**src/rtl/avalon_regfile_decoder.sv**
```systemverilog
// Avalon-MM slave with NUM_REGS data registers plus a status register.
// Provides HPS load strobes, one-cycle read latency and per-register dirty handshakes with card logic.

module avalon_regfile_lane #(
    parameter int                DATA_W    = 32,
    parameter logic [DATA_W-1:0] RESET_VAL = '0
) (
    input  logic              clk,
    input  logic              reset,
    input  logic              hps_we,
    input  logic [DATA_W-1:0] hps_wdata,
    input  logic              card_we,
    input  logic [DATA_W-1:0] card_wdata,
    input  logic              card_ack,
    output logic [DATA_W-1:0] q,
    output logic [DATA_W-1:0] q_nxt,
    output logic              load,
    output logic              dirty,
    output logic              dirty_nxt
);

    // HPS data beats a coincident card write; a set beats a coincident ack
    always_comb begin
        q_nxt = q;
        if (hps_we)
            q_nxt = hps_wdata;
        else if (card_we)
            q_nxt = card_wdata;
    end

    assign dirty_nxt = hps_we | (dirty & ~card_ack);

    always_ff @(posedge clk) begin
        if (reset) begin
            q     <= RESET_VAL;
            load  <= 1'b0;
            dirty <= 1'b0;
        end else begin
            q     <= q_nxt;
            load  <= hps_we;
            dirty <= dirty_nxt;
        end
    end

endmodule

module avalon_regfile_decoder #(
    parameter int                DATA_W    = 32,
    parameter int                ADDR_W    = 3,
    parameter int                NUM_REGS  = 5,
    parameter logic [DATA_W-1:0] RESET_VAL = '0
) (
    input  logic                         clk,
    input  logic                         reset,
    input  logic                         avs_chipselect,
    input  logic [ADDR_W-1:0]            avs_address,
    input  logic                         avs_write,
    input  logic [DATA_W-1:0]            avs_writedata,
    input  logic                         avs_read,
    output logic [DATA_W-1:0]            avs_readdata,
    output logic                         avs_readdatavalid,
    output logic [NUM_REGS*DATA_W-1:0]   reg_q,
    output logic [NUM_REGS-1:0]          reg_load,
    input  logic [NUM_REGS-1:0]          card_we,
    input  logic [NUM_REGS*DATA_W-1:0]   card_wdata,
    input  logic [NUM_REGS-1:0]          card_ack,
    output logic [NUM_REGS-1:0]          reg_dirty,
    output logic                         addr_err
);

    localparam logic [ADDR_W-1:0] STAT_ADDR = ADDR_W'(NUM_REGS);

    typedef struct packed {
        logic wr;     // legal single write
        logic rd;     // legal single read
        logic stat;   // address hits status register
        logic oob;    // address beyond status register
        logic proto;  // read and write together
    } dec_t;

    dec_t                              dec;
    logic [NUM_REGS-1:0][DATA_W-1:0]   q, q_nxt;
    logic [NUM_REGS-1:0]               hps_we, dirty_nxt;
    logic [DATA_W-1:0]                 rd_mux;
    logic                              err_set, err_clr;

    always_comb begin
        dec.wr    = avs_chipselect & avs_write & ~avs_read;
        dec.rd    = avs_chipselect & avs_read & ~avs_write;
        dec.proto = avs_chipselect & avs_read & avs_write;
        dec.stat  = (avs_address == STAT_ADDR);
        dec.oob   = (avs_address > STAT_ADDR);
    end

    assign err_set = dec.proto | ((dec.wr | dec.rd) & dec.oob);
    assign err_clr = dec.wr & dec.stat & avs_writedata[DATA_W-1];

    genvar gi;
    generate
        for (gi = 0; gi < NUM_REGS; gi++) begin : g_lane
            assign hps_we[gi] = dec.wr & (avs_address == ADDR_W'(gi));

            avalon_regfile_lane #(
                .DATA_W    (DATA_W),
                .RESET_VAL (RESET_VAL)
            ) u_lane (
                .clk        (clk),
                .reset      (reset),
                .hps_we     (hps_we[gi]),
                .hps_wdata  (avs_writedata),
                .card_we    (card_we[gi]),
                .card_wdata (card_wdata[gi*DATA_W +: DATA_W]),
                .card_ack   (card_ack[gi]),
                .q          (q[gi]),
                .q_nxt      (q_nxt[gi]),
                .load       (reg_load[gi]),
                .dirty      (reg_dirty[gi]),
                .dirty_nxt  (dirty_nxt[gi])
            );

            assign reg_q[gi*DATA_W +: DATA_W] = q[gi];
        end
    endgenerate

    // Read data is taken from next-state values so same-cycle card updates show up
    always_comb begin
        rd_mux = '0;
        if (dec.stat) begin
            rd_mux[DATA_W-1]     = addr_err;
            rd_mux[NUM_REGS-1:0] = dirty_nxt;
        end else begin
            for (int i = 0; i < NUM_REGS; i++)
                if (avs_address == ADDR_W'(i))
                    rd_mux = q_nxt[i];
        end
    end

    always_ff @(posedge clk) begin
        if (reset) begin
            avs_readdata      <= '0;
            avs_readdatavalid <= 1'b0;
            addr_err          <= 1'b0;
        end else begin
            avs_readdatavalid <= dec.rd;
            if (dec.rd)
                avs_readdata <= rd_mux;
            if (err_set)
                addr_err <= 1'b1;
            else if (err_clr)
                addr_err <= 1'b0;
        end
    end

endmodule
```
**config.mk**
```make
export PLATFORM = sky130hd
export DESIGN_NAME = avalon_regfile_decoder
export DESIGN_NICKNAME = d
export VERILOG_FILES = /design/src/rtl/avalon_regfile_decoder.sv
export SDC_FILE = /design/constraint.sdc
export NUM_CORES = 1
export LEC_CHECK = 0
export CAP_MARGIN = 30
export CORE_AREA = 2 2 161 163
export CTS_CLUSTER_DIAMETER = 120
export DETAILED_ROUTE_END_ITERATION = 8
export DIE_AREA = 0 0 163 165
export HOLD_SLACK_MARGIN = 0.05
export PLACE_DENSITY_LB_ADDON = 0.08
export SLEW_MARGIN = 10
export SYNTH_ARGS = -nofsm -noshare
export SYNTH_HDL_FRONTEND = slang
export SYNTH_SLANG_ARGS = --single-unit
```
**constraint.sdc**
```tcl
create_clock -name clk -period 3.25 [get_ports clk]
set_clock_uncertainty 0.1 [all_clocks]
set_input_delay 0.4875 -clock clk [delete_from_list [all_inputs] [get_ports clk]]
set_output_delay 0.4875 -clock clk [all_outputs]
set_load 0.02 [all_outputs]
```
==> impl_metrics.tcl <==
set metrics [dict create \
    power_density_nw_per_um2 460 \
    syn_avg_cell_area_um2 9.43 \
    status "complete, no violations" \
    fin_total_pwr_w 0.00686 \
    vias 9858 \
    cp_max_fo 26 \
    hold_path_class "primary input to flip-flop" \
    port_buffers 413 \
    clock_latency_ps 510 \
    finalMaxSlewViolations 0 \
    antenna_found_initial 5 \
    cts_setup_buffers 0 \
    max_freq_mhz 411 \
    worstPathRequired_ps 3560 \
    hpwl_um 29000 \
    ys.warnings.count 0 \
    cts_buffers 24 \
    tns_ps 0 \
    clk_pin_slew_ps 60 \
    cts_resized 0 \
    overflow 0 \
    drive_gt1_share_pct 8.75 \
    r2r-start "g_lane[2].u_lane.q[18]" \
    hold_end "g_lane[2].u_lane.load" \
    rows 58 \
    grt.met1_usage_pct 36.3 \
    worst_setup_path_end_kind "flip-flop" \
    p_sw_share_pct 27.4 \
    cts_sinks 204 \
    pin_count 414 \
    r2r_cells 4 \
    synth_cell_types 48 \
    reg2reg_slack_ps 1630 \
    synth_cells 1039 \
    nNetsFinal 1610 \
    hold_viol 0 \
    period_needed_ps 2430 \
    area_delta_synth_final_pct 52.5 \
    antenna_left 0 \
    min_period_over_period_pct 74.9 \
    first_global_vias 9644 \
    rsz0062_at_grt "false" \
    criticalPathCategory "primary input to flip-flop" \
    p_switching_w 0.00188 \
    drcViolationCount 0 \
    firstDrtPassIters 5 \
    wl_per_cell_um 23.3 \
    grt_max_degree 67 \
    yosysSeqAreaShare_pct 41.7 \
    start_kind "primary input" \
    fin_area_um2 14900 \
    drtIter0Drc 638 \
    die_area_um2 26900 \
    htree_num_levels 1 \
    die_h_um 165 \
    grt_pass1_wl_um 59600 \
    grt-busiest-layer "met2" \
    cts_hold_buf 0 \
    ir_worst_vdd_uv 308 \
    hold_depth 2 \
    ys_seq_elements 204 \
    gp_congestion 0.819 \
    p_int_w 0.00498 \
    clkPwrFrac_pct 39.8 \
    initial_core_util_pct 39.1 \
    finalSetupViolCount 0 \
    die_x_um 163 \
    grt_util_met2_pct 50.2 \
    tightest_slew_ps 950 \
    syn_area_um2 9790 \
    dpl_cell_area_um2 14100 \
    routed_wl_um 40800 \
    core_um2 25000 \
    clockBufferDepth 3 \
    slew_headroom_pct 36.5 \
    whs_ps 297 \
    viasPerCell 5.63 \
    cts_root_buffer "clkbuf_16" \
    arrival_ps 2740 \
    power_leakage_nw 5.84 \
    fill_cells 2217 \
    synth_nets 1249 \
    grt_util_all_layers_pct 29.1 \
    cap_violations 0 \
    rr_endpoint "avs_readdata[18]" \
    p_seq_share_pct 39.7 \
    hold_start "reset" \
    cts_tree "done" \
    grt_use_met3_pct 6.13 \
    share_comb_of_total_power_pct 20.5 \
]
[cell usage after synthesis (all sizes together)]
master   instances  area (um2)
a211oi         161        1350
a21boi           2        15.0
a21oi            9        45.0
a221oi           2        17.5
a222oi           1        10.0
a22oi            4        30.0
a311o            1        10.0
a311oi           2        17.5
a31o             1        8.76
a31oi            2        12.5
a32o            25         250
a32oi            1        8.76
and2             1        6.26
and3b            3        26.3
buf             72         408
clkbuf          46         173
dfxtp          204        4080
inv              3        11.3
mux2             3        33.8
mux2i          162        1620
nand2           11        43.8
nand2b           6        37.5
nand3           27         135
nand3b           6        57.6
nand4bb          1        11.3
nor2           176         661
nor2b            3        18.8
nor3             4        30.0
nor3b            3        27.5
nor4bb           1        10.0
o211ai           2        15.0
o21ai            1        5.00
o21bai           1        7.51
o221a            1        11.3
o221ai           2        17.5
o22ai           56         350
o32ai            1        8.76
or2              1        6.26
or3             28         175
or3b             3        26.3
[area by class of cell]
cell class / instances / area, um2 / area share, %
multi-input cells: 714 / 5150 / 34.5
inverters: 3 / 11.3 / 0.0754
clock inverters: 6 / 83.8 / 0.561
diodes: 5 / 12.5 / 0.0838
clock buffers: 37 / 701 / 4.69
repair buffers: 453 / 4480 / 30.0
well taps: 330 / 413 / 2.77
flip-flops and latches: 204 / 4080 / 27.4
[worst max path at each step]
stage | startpoint | endpoint | slack, ps | cells past startpoint
floorplan | card_we[0] | avs_readdata[31] | 1130 | 6
global placement | avs_read | avs_readdata[12] | 370 | 5
detailed placement | avs_read | avs_readdata[28] | 300 | 5
CTS | avs_read | avs_readdata[16] | 820 | 5
global route | avs_read | avs_readdata[28] | 610 | 5
finish | avs_read | avs_readdata[28] | 820 | 5
[layer usage]
layer | vias up | wire, um
met5 | - | 0
met4 | 0 | 1110
met3 | 58 | 3140
met2 | 423 | 19900
met1 | 4759 | 16700
li1 | 4618 | -
[worst max-delay path: stages]
cell             delay, ps
clkdlybuf4s50_1        560
nand3b_1               420
nand2_2                480
or3_1                  500
a32o_1                 260
[per-stage QoR]
step / cells / utilization, % / setup WS [ps]
final: 1752 / 59.6 / 815
after global routing: 1751 / 59.6 / 613
after CTS: 1746 / 59.5 / 821
after detailed placement: 1703 / 56.3 / 300
after global placement: 1703 / 56.3 / 368
after floorplan: 1039 / - / 1130
[power groups by stage]
stage          combinational [W]  sequential [W]  clock [W]
6_report                 0.00141         0.00272    0.00273
5_1_grt                  0.00149         0.00274    0.00286
4_1_cts                  0.00141         0.00272    0.00277
3_5_place_dp             0.00140         0.00277          0
3_3_place_gp             0.00140         0.00277          0
2_1_floorplan           0.000486         0.00294          0
[sequential cells by signal, indices dropped and copies added, names as in the netlist]
| register | cells |
|---|---|
| avs_readdata | 32 |
| addr_err | 1 |
| avs_readdatavalid | 1 |
| g_lane.u_lane.q | 160 |
| g_lane.u_lane.dirty | 5 |
| g_lane.u_lane.load | 5 |
[kinds of logic (layout without fill, tap and decap cells)]
family | after synthesis | in the layout | share of synthesized area, %
simple gates | 274 | 274 | 13.0
buf+inv | 121 | 499 | 6.04
flops | 204 | 204 | 41.7
mux | 165 | 165 | 16.9
compound gates | 275 | 275 | 22.4
other cells | 0 | 5 | 0
[cells in the final DEF, fill, tap and decap left out, types with 3 or more instances in the layout]
cell             instances
and3b_1                  3
nand3b_1                 5
clkbuf_1                 9
nand3_1                 27
a22oi_1                  4
nand2_1                  8
a32o_1                  25
mux2i_1                162
a211oi_1               133
a21oi_1                  9
diode_2                  5
dfxtp_1                204
nand2b_1                 6
o22ai_1                 56
buf_2                    5
clkinv_2                 3
or3_1                   27
mux2_2                   3
buf_4                   35
clkbuf_8                 3
a211oi_2                28
inv_1                    3
clkdlybuf4s50_1        407
clkbuf_16               25
nor2_1                 176
buf_12                   4
nand2_2                  3
Note: power is estimated with default switching activity, not from simulation.
